File: config.mk
export PLATFORM = sky130hd
export DESIGN_NAME = link_pattern_aligner
export DESIGN_NICKNAME = d
export VERILOG_FILES = /design/src/rtl/link_pattern_aligner_pkg.sv /design/src/rtl/prbs7_word_checker.sv /design/src/rtl/link_pattern_aligner.sv
export SDC_FILE = /design/constraint.sdc
export NUM_CORES = 1
export LEC_CHECK = 0
export BUFFER_PORTS_ARGS = -buffer_cell sky130_fd_sc_hd__buf_2
export CAP_MARGIN = 20
export CORE_MARGIN = 3
export CORE_UTILIZATION = 50
export DETAILED_ROUTE_END_ITERATION = 16
export HOLD_SLACK_MARGIN = 0.12
export PLACE_DENSITY_LB_ADDON = 0.15
export SLEW_MARGIN = 15
export SYNTH_ARGS = -nofsm -noshare
export SYNTH_HDL_FRONTEND = slang
export SYNTH_HIERARCHICAL = 1
export SYNTH_SLANG_ARGS = --single-unit
File: constraint.sdc
create_clock -name clk -period 15.15 [get_ports clk]
set_clock_uncertainty 0.2 [all_clocks]
set_input_delay 3.03 -clock clk [delete_from_list [all_inputs] [get_ports clk]]
set_output_delay 3.03 -clock clk [all_outputs]
set_load 0.005 [all_outputs]
File: src/rtl/link_pattern_aligner_pkg.sv
// Shared definitions for the link pattern aligner: state encodings, word geometry
// and small helpers used by the top and the PRBS7 word checker.
package link_pattern_aligner_pkg;

    // Deserializer word width; bit 39 is first on the wire.
    localparam int unsigned LPA_WORD_BITS  = 40;
    // Bits of the word compared against the fixed pattern (word[39:8]).
    localparam int unsigned LPA_FIXED_BITS = 32;
    // Deserializer word delay is 0..LPA_WORD_BITS-1.
    localparam int unsigned LPA_DELAY_W    = 6;
    // Width of a per-word bit-error count (0..40).
    localparam int unsigned LPA_ERRS_W     = 6;

    typedef enum logic [1:0] {
        LPA_IDLE    = 2'b00,
        LPA_SEARCH  = 2'b01,
        LPA_CONFIRM = 2'b10,
        LPA_LOCKED  = 2'b11
    } lpaState_e;

    // Next word-boundary delay; wraps from the last bit position back to 0.
    function automatic logic [LPA_DELAY_W-1:0] nextDelay(input logic [LPA_DELAY_W-1:0] cur);
        if (cur >= LPA_DELAY_W'(LPA_WORD_BITS - 1)) begin
            return '0;
        end
        return cur + LPA_DELAY_W'(1);
    endfunction

    // Number of set bits in a word-wide mismatch vector.
    function automatic logic [LPA_ERRS_W-1:0] popCount40(input logic [LPA_WORD_BITS-1:0] v);
        logic [LPA_ERRS_W-1:0] n;
        n = '0;
        for (int i = 0; i < LPA_WORD_BITS; i++) begin
            n = n + {{(LPA_ERRS_W-1){1'b0}}, v[i]};
        end
        return n;
    endfunction

endpackage

File: src/rtl/prbs7_word_checker.sv
// Combinational PRBS7 (x^7 + x^6 + 1) checker for one 40-bit deserialized word.
// Self-synchronising: each bit is predicted from the bits 7 and 6 positions earlier
// in serial order, with the 7 LSBs of the previous word supplying the history.
// Only built when LINKCHK_PRBS7_EN is defined.
`ifdef LINKCHK_PRBS7_EN
module prbs7_word_checker
    import link_pattern_aligner_pkg::*;
(
    input  logic [LPA_WORD_BITS-1:0] word,
    input  logic [6:0]               history,
    output logic [LPA_WORD_BITS-1:0] mismatch,
    output logic [LPA_ERRS_W-1:0]    bitErrors
);

    // Serial order runs from the MSB down, so the history sits above the word.
    logic [LPA_WORD_BITS+6:0] extended;

    assign extended = {history, word};

    // Compare every received bit against its prediction b[n-7] ^ b[n-6].
    always_comb begin
        mismatch = '0;
        for (int i = 0; i < LPA_WORD_BITS; i++) begin
            mismatch[i] = word[i] ^ extended[i+7] ^ extended[i+6];
        end
    end

    assign bitErrors = popCount40(mismatch);

endmodule
`endif

File: src/rtl/link_pattern_aligner.sv
// Word-alignment and link-quality checker behind the 40-bit deserializer.
// Searches for the link-reset pattern by stepping the deserializer word delay, confirms
// alignment over GOOD_COUNT words, then tracks lock and accumulates bit errors.
// Build option: define LINKCHK_PRBS7_EN to add the PRBS7 checker (patternSel selects the
// mode); otherwise only the fixed 32-bit pattern is checked and patternSel is ignored.
module link_pattern_aligner
    import link_pattern_aligner_pkg::*;
#(
    parameter int unsigned GOOD_COUNT   = 8,
    parameter int unsigned BAD_LIMIT    = 4,
    parameter int unsigned SLIP_WAIT    = 3,
    parameter int unsigned ERRCNT_WIDTH = 16
) (
    input  logic                     clk,
    input  logic                     reset,
    input  logic                     enable,
    input  logic                     patternSel,
    input  logic [LPA_FIXED_BITS-1:0] fixedPattern,
    input  logic [LPA_WORD_BITS-1:0] word40b,
    input  logic                     errClear,
    output logic [LPA_DELAY_W-1:0]   delay,
    output logic                     slip,
    output logic                     locked,
    output logic [1:0]               state,
    output logic                     wordErr,
    output logic [ERRCNT_WIDTH-1:0]  errCount
);

    localparam int unsigned SUM_W = ERRCNT_WIDTH + 1;

    lpaState_e                stateQ, stateD;
    logic [LPA_DELAY_W-1:0]   delayQ, delayD;
    logic                     slipQ, slipD;
    logic                     lockedQ, lockedD;
    logic                     wordErrQ, wordErrD;
    logic [ERRCNT_WIDTH-1:0]  errCountQ, errCountD;
    logic [7:0]               goodCntQ, goodCntD;
    logic [7:0]               badCntQ, badCntD;
    logic [7:0]               waitCntQ, waitCntD;

    logic [LPA_FIXED_BITS-1:0] fixedMismatch;
    logic                      wordMatch;
    logic [LPA_ERRS_W-1:0]     bitErrors;
    logic [SUM_W-1:0]          errSum;
    logic [ERRCNT_WIDTH-1:0]   errSat;

    assign fixedMismatch = word40b[LPA_WORD_BITS-1:LPA_WORD_BITS-LPA_FIXED_BITS] ^ fixedPattern;

`ifdef LINKCHK_PRBS7_EN
    logic [6:0]               historyQ;
    logic [LPA_WORD_BITS-1:0] prbsMismatch;
    logic [LPA_ERRS_W-1:0]    prbsErrors;

    prbs7_word_checker uPrbs7 (
        .word      (word40b),
        .history   (historyQ),
        .mismatch  (prbsMismatch),
        .bitErrors (prbsErrors)
    );

    // History tracks the wire on every word so the checker resynchronises on its own.
    always_ff @(posedge clk or posedge reset) begin
        if (reset) begin
            historyQ <= '0;
        end else begin
            historyQ <= word40b[6:0];
        end
    end

    assign wordMatch = patternSel ? (fixedMismatch == '0) : (prbsMismatch == '0);
    assign bitErrors = patternSel ? popCount40({8'd0, fixedMismatch}) : prbsErrors;
`else
    // Fixed-pattern-only build: the pad byte and the mode select have no effect.
    logic unusedInputs;
    assign unusedInputs = ^{patternSel, word40b[LPA_WORD_BITS-LPA_FIXED_BITS-1:0]};

    assign wordMatch = (fixedMismatch == '0);
    assign bitErrors = popCount40({8'd0, fixedMismatch});
`endif

    // Saturating accumulate: clamp at all-ones instead of wrapping.
    always_comb begin
        errSum = {1'b0, errCountQ} + SUM_W'(bitErrors);
        errSat = errSum[ERRCNT_WIDTH] ? '1 : errSum[ERRCNT_WIDTH-1:0];
    end

    // Next-state: enable gate, settle wait after a slip, then the search/confirm/lock rules.
    always_comb begin
        stateD    = stateQ;
        delayD    = delayQ;
        slipD     = 1'b0;
        lockedD   = lockedQ;
        wordErrD  = wordErrQ;
        errCountD = errCountQ;
        goodCntD  = goodCntQ;
        badCntD   = badCntQ;
        waitCntD  = waitCntQ;

        if (!enable) begin
            stateD   = LPA_IDLE;
            lockedD  = 1'b0;
            goodCntD = '0;
            badCntD  = '0;
            waitCntD = '0;
        end else if (stateQ == LPA_IDLE) begin
            stateD   = LPA_SEARCH;
            waitCntD = '0;
        end else if (stateQ != LPA_LOCKED && waitCntQ != '0) begin
            // Deserializer still settling after a delay step.
            waitCntD = waitCntQ - 8'd1;
        end else begin
            wordErrD = ~wordMatch;
            case (stateQ)
                LPA_SEARCH: begin
                    if (wordMatch) begin
                        stateD   = LPA_CONFIRM;
                        goodCntD = 8'd1;
                    end else begin
                        delayD   = nextDelay(delayQ);
                        slipD    = 1'b1;
                        waitCntD = 8'(SLIP_WAIT);
                    end
                end
                LPA_CONFIRM: begin
                    if (wordMatch) begin
                        if (goodCntQ + 8'd1 >= 8'(GOOD_COUNT)) begin
                            stateD   = LPA_LOCKED;
                            lockedD  = 1'b1;
                            goodCntD = '0;
                        end else begin
                            goodCntD = goodCntQ + 8'd1;
                        end
                    end else begin
                        stateD   = LPA_SEARCH;
                        goodCntD = '0;
                        delayD   = nextDelay(delayQ);
                        slipD    = 1'b1;
                        waitCntD = 8'(SLIP_WAIT);
                    end
                end
                LPA_LOCKED: begin
                    if (wordMatch) begin
                        badCntD = '0;
                    end else if (badCntQ + 8'd1 >= 8'(BAD_LIMIT)) begin
                        // Losing lock: restart the search at the current delay, no slip.
                        stateD   = LPA_SEARCH;
                        lockedD  = 1'b0;
                        badCntD  = '0;
                        waitCntD = '0;
                    end else begin
                        badCntD   = badCntQ + 8'd1;
                        errCountD = errSat;
                    end
                end
                default: begin
                    stateD = LPA_IDLE;
                end
            endcase
        end

        // Clear beats a same-cycle increment, but only while enabled.
        if (enable && errClear) begin
            errCountD = '0;
        end
    end

    // State, counters and all registered outputs.
    always_ff @(posedge clk or posedge reset) begin
        if (reset) begin
            stateQ    <= LPA_IDLE;
            delayQ    <= '0;
            slipQ     <= 1'b0;
            lockedQ   <= 1'b0;
            wordErrQ  <= 1'b0;
            errCountQ <= '0;
            goodCntQ  <= '0;
            badCntQ   <= '0;
            waitCntQ  <= '0;
        end else begin
            stateQ    <= stateD;
            delayQ    <= delayD;
            slipQ     <= slipD;
            lockedQ   <= lockedD;
            wordErrQ  <= wordErrD;
            errCountQ <= errCountD;
            goodCntQ  <= goodCntD;
            badCntQ   <= badCntD;
            waitCntQ  <= waitCntD;
        end
    end

    assign delay    = delayQ;
    assign slip     = slipQ;
    assign locked   = lockedQ;
    assign state    = stateQ;
    assign wordErr  = wordErrQ;
    assign errCount = errCountQ;

endmodule

# Word-level counts from Yosys, hierarchy flattened
# Index checks and enable logic that the tools add are counted.
# Widths: inputs -> output; s select.
# op_classes
addsub	36
magnitude_cmp	3
eq_ne	29
mux	66
bitwise_logic	4
n_reduce_logical	17
# ops
operator	n
$add 6x1->6	26
$mux 8	18
$mux 16	8
$logic_not 32->1	1
$pmux 8 s2	2
$xor 32x32->32	1
$mux 6	5
$mux 1	22
$ne 3x3->1 const B	6
$add 16x6->17	1
$add 8x1->8 const B	2
$mux 2	8
$ne 5x5->1 const B	3
$ne 4x4->1 const B	3
$pmux 6 s2	1
$reduce_and 6->1	2
$ne 2x1->1 const B	5
$ne 2x2->1 const B	5
$ge 8x3->1 const B	1
$ge 8x4->1 const B	1
$reduce_and 4->1	2
$reduce_bool 8->1	1
$sub 8x1->8 const B	1
$reduce_and 7->1	1
other kinds (21)	29
# word_totals
ff_bits	51
in_bits	77
output_inout_bits	27
word_cells	164

# Longest topological paths before layout
# Gate-level depths: netlist of run 1.
# depth
depth_word	41
depth_mapped	22
mapped_depth_nobuf	21

# Least setup slack after synthesis of run 1
# OpenSTA, ideal clock, no wires.
# synth_timing
path_kind	input to register
start	input fixedPattern[10]
end	register errCountQ[0], in the netlist errCount[0]
setup_ns	0.128
arrival_time_ns	8.357
path_slack_ns	6.465
path_stages	22
cell_sequence	xnor2_1 -> inv_1 -> fa_1 -> inv_1 -> fa_1 -> fa_1 -> inv_1 -> fa_1 -> fa_1 -> fa_1 -> inv_1 -> fa_1 -> inv_1 -> fa_1 -> a21o_1 -> a21oi_1 -> nor2b_1 -> o21ai_0 -> nand2b_1 -> and2_0 -> clkbuf_1 -> a21oi_1
# synth_between
elab_chain_len	32
# synth_rtl
element	line	rtl
start, declared	link_pattern_aligner.sv:18	input logic [LPA_FIXED_BITS-1:0] fixedPattern,
$xor 32x32->32 *	link_pattern_aligner.sv:47	assign fixedMismatch = word40b[LPA_WORD_BITS-1:LPA_WORD_BITS-LPA_FIXED_BITS] ^ fixedPattern;
$add 6x1->6 (22 in series)	link_pattern_aligner_pkg.sv:34	n = n + {{(LPA_ERRS_W-1){1'b0}}, v[i]};
$add 16x6->17	link_pattern_aligner.sv:83	errSum = {1'b0, errCountQ} + SUM_W'(bitErrors);
$mux 16	link_pattern_aligner.sv:84	errSat = errSum[ERRCNT_WIDTH] ? '1 : errSum[ERRCNT_WIDTH-1:0];
$mux 16	link_pattern_aligner.sv:144	end else if (badCntQ + 8'd1 >= 8'(BAD_LIMIT)) begin
$mux 16	link_pattern_aligner.sv:142	if (wordMatch) begin
$mux 16	link_pattern_aligner.sv:113	case (stateQ)
$mux 16	link_pattern_aligner.sv:108	end else if (stateQ != LPA_LOCKED && waitCntQ != '0) begin
$mux 16	link_pattern_aligner.sv:105	end else if (stateQ == LPA_IDLE) begin
$mux 16	link_pattern_aligner.sv:99	if (!enable) begin
$mux 16	link_pattern_aligner.sv:162	if (enable && errClear) begin
end signal, assigned	link_pattern_aligner.sv:185	errCountQ <= errCountD;
end, declared	link_pattern_aligner.sv:36	logic [ERRCNT_WIDTH-1:0] errCountQ, errCountD;
# Mark *: on every way between the ends. The rest lies on a longest branch, timed or not. The select of a mux whose other input is x is not followed.
# A chain may end at the register's enable or synchronous reset.

# Worst setup path in the final report of run 1
# Ends and elaborated chain as after synthesis.

==> flow_summary.yaml, run 1 <==
timing:
  tns_ns: 0
  fin_crit_sh_pct: 59.6
  fmax_mhz: 111
  rsz0062_at_grt: "no"
  final_max_slew_viol_count: 0
  slew_headroom_pct: 35.7
  tightest_slew_ns: 0.956
  layout_min_cycle_time_ns: 9.02
  final.setup.worst_slack_ns: 6.13
  hold_violations: 0
  whs_ns: 0.288
  setup_viol: 0
placed_design:
  io_buffers: 94
  dp_hpwl_um: 6980
  pre_cts_ws_ns: 5.78
  placed_cells: 592
  place.gp.congestion: 0.807
  placed_area_um2: 4580
setup_path:
  required_ns: 15.12
  regToRegStartpoint: "errCount[0]"
  worst-endpoint-arrival_ns: 9.00
  critical_path.startpoint: "fixedPattern[10]"
  crit_type: "primary input to register"
  end_kind: "register"
  crit_path_start_kind: "primary input"
  critPathMaxFanout: 7
cells_and_area:
  final_area_um2: 4670
  areaGrowthSynthToFinish_pct: 15.7
  final-seq-area_um2: 1280
  final_nets: 628
  multi_input_area_um2: 2560
  final_cells: 599
  fin_util_pct: 60.1
  n_antenna_cell: 0
  fillers: 684
  drive_gt1_share_pct: 23.3
min_path:
  hp-start: "waitCntQ[3]"
  hold_path.class: "register to register"
floorplan:
  start_util_pct: 52.0
  core_area_um2: 7770
  fp-row-count: 32
  die_area_um2: 9190
  die_w_um: 95.9
  die_h_um: 95.9
  ios: 104
run:
  maxCapViolCount: 0
power:
  p_int_mw: 0.481
  swShare_pct: 46.6
  vdd_drop_max_uv: 330
  comb_power_share_pct: 71.6
  power_mw: 0.900
  seqPwrFrac_pct: 19.7
  clockPowerShare_pct: 8.7
  powerDensity_nw_per_um2: 193
  p_sw_mw: 0.419
  cellLeakagePower_nw: 2.34
logic_synthesis:
  syn_nets: 536
  synth_area_um2: 4040
  synth.distinct_cells: 57
  netlist_instances: 405
  yosysSeqAreaShare_pct: 31.6
  ys.warnings.count: 6
  synthTopCellsByCount: "dfrtp_1, inv_1, ha_1, fa_1"
  synth_edf_count: 0
  synth_most_common_cell: "dfrtp_1"
  syn_avg_cell_area_um2: 9.97
  synth-main-ff-cell: "dfrtp_1"
  post-synth-top-area-cell: "dfrtp_1"
  synthDominantCellAreaShare_pct: 31.6
  ys_seq_elements: 51
  async_flop_share_pct: 100
  synth_area_leaders: "dfrtp_1, fa_1, ha_1"
clock_network:
  cts_htree_levels: 2
  cts_tree: "yes"
  clk_pin_slew_worst_paths_ns: 0.09
  clkLatencyLatePin_ns: 0.30
  cts.sinks: 51
  postCtsSetupBuffers: 0
  hold_buffers: 0
  ctsResizeCount: 0
  clk_root_buffer_cell: "clkbuf_8"
  clk_path_buf_depth: 2
  numCtsBuffers: 5
routing:
  wl_per_cell_um: 14.3
  routed_wl_um: 8590
  drc: 0
  vias: 3263
  vias_per_cell: 5.45
  first_pass_iters: 4
  drt_iter0_drc: 82
  antenna_left: 0
grt:
  met3_usage_pct: 3.44
  gr-max-usage-layer: "met2"
  grt_max_degree: 52
  grt_pass1_vias: 3118
  grt_use_total_pct: 19.8
  met1_usage_pct: 26.8
  antenna_found_initial: 0
  grt-ovfl-total: 0
  globalRouteMet2Util_pct: 33.5
  grt_pass1_wl_um: 14500
status:
  status: "finished clean"
==> state kept, by name, summed over array words and instances (netlist names) <==
signal    flops
errCount     16
state         2
goodCntQ      8
locked        1
badCntQ       8
slip          1
waitCntQ      8
delay         6
wordErr       1
==> area by class of cell <==
cell class                 count  area share [%]
clock buffer                   6            1.77
clock inverter                 1           0.107
inverter                      39            3.16
multi-input combinational    306            54.8
sequential                    51            27.3
tap                          102            2.73
timing repair buffer          94            10.1
==> worst paths after layout <==
kind                                end  slack, ns  cells after the start
hold reg to reg             waitCntQ[3]       0.29                      1
setup / recovery            errCount[0]       6.13                     22
max in group asynchronous          slip      11.57                      2
setup reg to reg            errCount[0]       8.79                     19
hold / removal              waitCntQ[3]       0.29                      1
min in group asynchronous  errCount[12]       2.67                      2
==> layer usage <==
layer  share of wire [%]  vias to the layer above
met1                  44                     1590
li1                    -                     1616
met4                0.73                        0
met5                   0                        -
met3                 3.7                        4
met2                  52                       53
==> cell families (layout without fill, tap and decap cells) <==
family | after synthesis | after routing | share of synthesized area [%]
flip-flops | 51 | 51 | 31.6
multiplexers | 7 | 7 | 1.86
XOR/XNOR | 39 | 39 | 8.46
buffers and inverters | 48 | 140 | 4.93
AO/OA/AOI/OAI | 89 | 89 | 14.8
AND/OR/NAND/NOR | 117 | 117 | 16.7
adder cells (fa/ha/maj) | 54 | 54 | 21.6
==> worst max-delay path, cell delays in order <==
cell and delay, ns:
buf_2 0.10, xnor2_1 0.20, inv_1 0.09, fa_1 0.53, inv_1 0.05, fa_1 0.45
fa_1 0.50, inv_1 0.07, fa_1 0.51, fa_1 0.54, fa_1 0.41, inv_1 0.08
fa_1 0.19, inv_1 0.06, fa_1 0.40, a21o_1 0.20, a21oi_1 0.22, nor2b_1 0.11
o21ai_0 0.40, nand2b_1 0.32, and2_0 0.42, a21oi_1 0.13
==> layout by cell type (no fill, tap or decap), types with 7 or more instances in the layout <==
master	n
buf_2	94
dfrtp_1	51
inv_1	38
ha_1	28
fa_1	26
a21oi_1	23
xnor2_1	23
o21ai_0	21
nor2_1	21
nand2_1	18
xor2_1	16
and3_1	11
and2_1	10
a31oi_1	8
nand2b_1	7
nand3_1	7
==> power groups by stage <==
stage / Combinational, mW / Clock, mW / Sequential, mW
final: 0.644 / 0.0785 / 0.177
after global routing: 0.736 / 0.0881 / 0.181
after CTS: 0.646 / 0.0822 / 0.177
after detailed placement: 0.637 / 0 / 0.180
after global placement: 0.623 / 0 / 0.179
after floorplan: 0.500 / 0 / 0.176
(Power assumes the default switching activity.)
==> run 2, diff against run 1 <==
- CORE_UTILIZATION: 50 -> 49
- clock period: 15.15 -> 7.3 ns (I/O delays scaled with it)
==> run 2 against run 1 <==
  * Final cell count rose by 1.0%
  * Die area increased by 1.9%
  * Final area rose by 1.2%
  * Register-to-register slack got worse by 7.3 ns
  * Global-route usage fell by 0.56 points
  * Critical path depth increased by 1
  * Sequential share of layout area decreased by 0.31 points
==> flow_summary.yaml, run 2 (synthesis results as in run 1) <==
grt:
  antenna_found_initial: 0
  grt_use_total_pct: 19.3
  grt-ovfl-total: 0
  grt_pass1_vias: 3284
  grt_pass1_wl_um: 15200
  grt_max_degree: 52
setup_path:
  required_ns: 7.30
  end_kind: "register"
  crit_type: "primary input to register"
  critical_path.startpoint: "fixedPattern[10]"
  worst-endpoint-arrival_ns: 6.97
  regToRegStartpoint: "errCount[0]"
  cpMostUsedCell: "fa_1"
  slowest_stage: "fa_1"
  cp_slowest_stage_delay_ns: 0.56
  crit_path_start_kind: "primary input"
  r2r_end: "errCount[10]"
  cp_cell_sequence: "buf_2, xnor2_1, inv_1, fa_1, inv_1, fa_1, fa_1, inv_1, fa_1, fa_1, fa_1, inv_1, fa_1, inv_1, fa_1, a21o_1, a21oi_2, nor2b_1, o21ai_0, buf_4, nor2b_4, a21oi_1, a311oi_1"
  reg2reg_depth: 20
  critPathMaxFanout: 8
  r2r_slack_ns: 1.48
cells_and_area:
  final_cells: 605
  drive_gt1_share_pct: 24.7
  final_area_um2: 4720
  largest_reg_flops: 16
  n_antenna_cell: 0
  final_nets: 633
  areaGrowthSynthToFinish_pct: 17.0
  multi_input_area_um2: 2570
  layout_commonest_cell: "buf_2"
  layout_common_cells: "buf_2, dfrtp_1, inv_1"
  final-seq-area_um2: 1280
  fillers: 711
run:
  maxCapViolCount: 0
floorplan:
  die_w_um: 96.8
  fp-row-count: 32
  start_util_pct: 51.4
  ios: 104
  die_h_um: 96.8
  core_area_um2: 7850
  die_area_um2: 9360
placed_design:
  place.gp.congestion: 0.840
  placed_area_um2: 4620
  io_buffers: 94
  dp_hpwl_um: 7060
  placed_cells: 597
routing:
  antenna_left: 0
  wl_per_cell_um: 14.6
  drc: 0
  vias_per_cell: 5.44
  drt_iter0_drc: 112
  vias: 3290
  routed_wl_um: 8800
  first_pass_iters: 4
clock_network:
  clk_root_buffer_cell: "clkbuf_8"
  cts_tree: "yes"
  numCtsBuffers: 5
  clkLatencyLatePin_ns: 0.30
  cts_htree_levels: 2
  postCtsSetupBuffers: 0
  hold_buffers: 0
  clk_pin_slew_worst_paths_ns: 0.10
  clk_path_buf_depth: 2
  cts.sinks: 51
timing:
  layout_min_cycle_time_ns: 6.97
  tightest_slew_ns: 0.972
  final_max_slew_viol_count: 0
  slew_headroom_pct: 34.7
  rsz0062_at_grt: "no"
  fmax_mhz: 143
  setup_viol: 0
  fin_crit_sh_pct: 95.5
  tns_ns: 0
  whs_ns: 0.287
  hold_violations: 0
power:
  cellLeakagePower_nw: 2.37
  vdd_drop_max_uv: 647
  power_mw: 1.89
  powerDensity_nw_per_um2: 399
min_path:
  hold_path_end: "waitCntQ[3]"
  whs_path_depth: 1
  hp-start: "waitCntQ[3]"
  hold_path.class: "register to register"
status:
  status: "finished clean"
run 2: worst max-delay path: cells and delay by family:
family | cells | cell delay (ns)
adders and majority gates | 8 | 3.56
AOI/OAI and AO/OA | 5 | 0.73
buffers and inverters | 7 | 0.62
and+or+nand+nor | 2 | 0.40
xor gates and xnor gates | 1 | 0.21
run 2: cell type report:
cell class / instances / area share (%)
well taps: 102 / 2.70
clock buffers: 7 / 1.83
multi-input cells: 306 / 54.4
inverters: 39 / 3.13
repair buffers: 99 / 10.8
clock inverters: 1 / 0.185
flip-flops and latches: 51 / 27.0
run 2: what timing repair did:
action / CTS / global route
endpoints found under the setup margin: 0 / 11
resized for setup: 0 / 4
endpoints found under the hold margin: 0 / 0
run 2: through the flow:
step                      util, %  worst slack (ns)
after floorplan                 -             0.185
final                        60.2             0.330
after detailed placement     58.9           -0.0376
after global routing         60.2           0.00124
after CTS                    60.1             0.263
after global placement       58.9            0.0119
run 2: layer usage:
metal  routed length [µm]  up-vias  share of wire [%]  GRT usage, %
met5                    0        -                  0             0
met4                  115        0                1.3          4.64
met3                  267        8                3.0          2.16
met2                 4450       52                 51          32.7
met1                 3970     1604                 45          26.6
li1                     -     1626                  -             -
run 2: worst max path at each step:
stage / to / slack (ns)
after floorplan: errCount[0] / 0.18
after global placement: errCount[1] / 0.01
after detailed placement: errCount[7] / -0.04
after CTS: errCount[7] / 0.26
after global routing: errCount[10] / 0.001
final: errCount[10] / 0.33
run 2: where the power goes:
group,leakage [nW],switching (mW),internal [mW]
Sequential,0.691,0.0445,0.323
Clock,0.0484,0.0950,0.0780
Combinational,1.63,0.742,0.605
Total,2.37,0.882,1.01
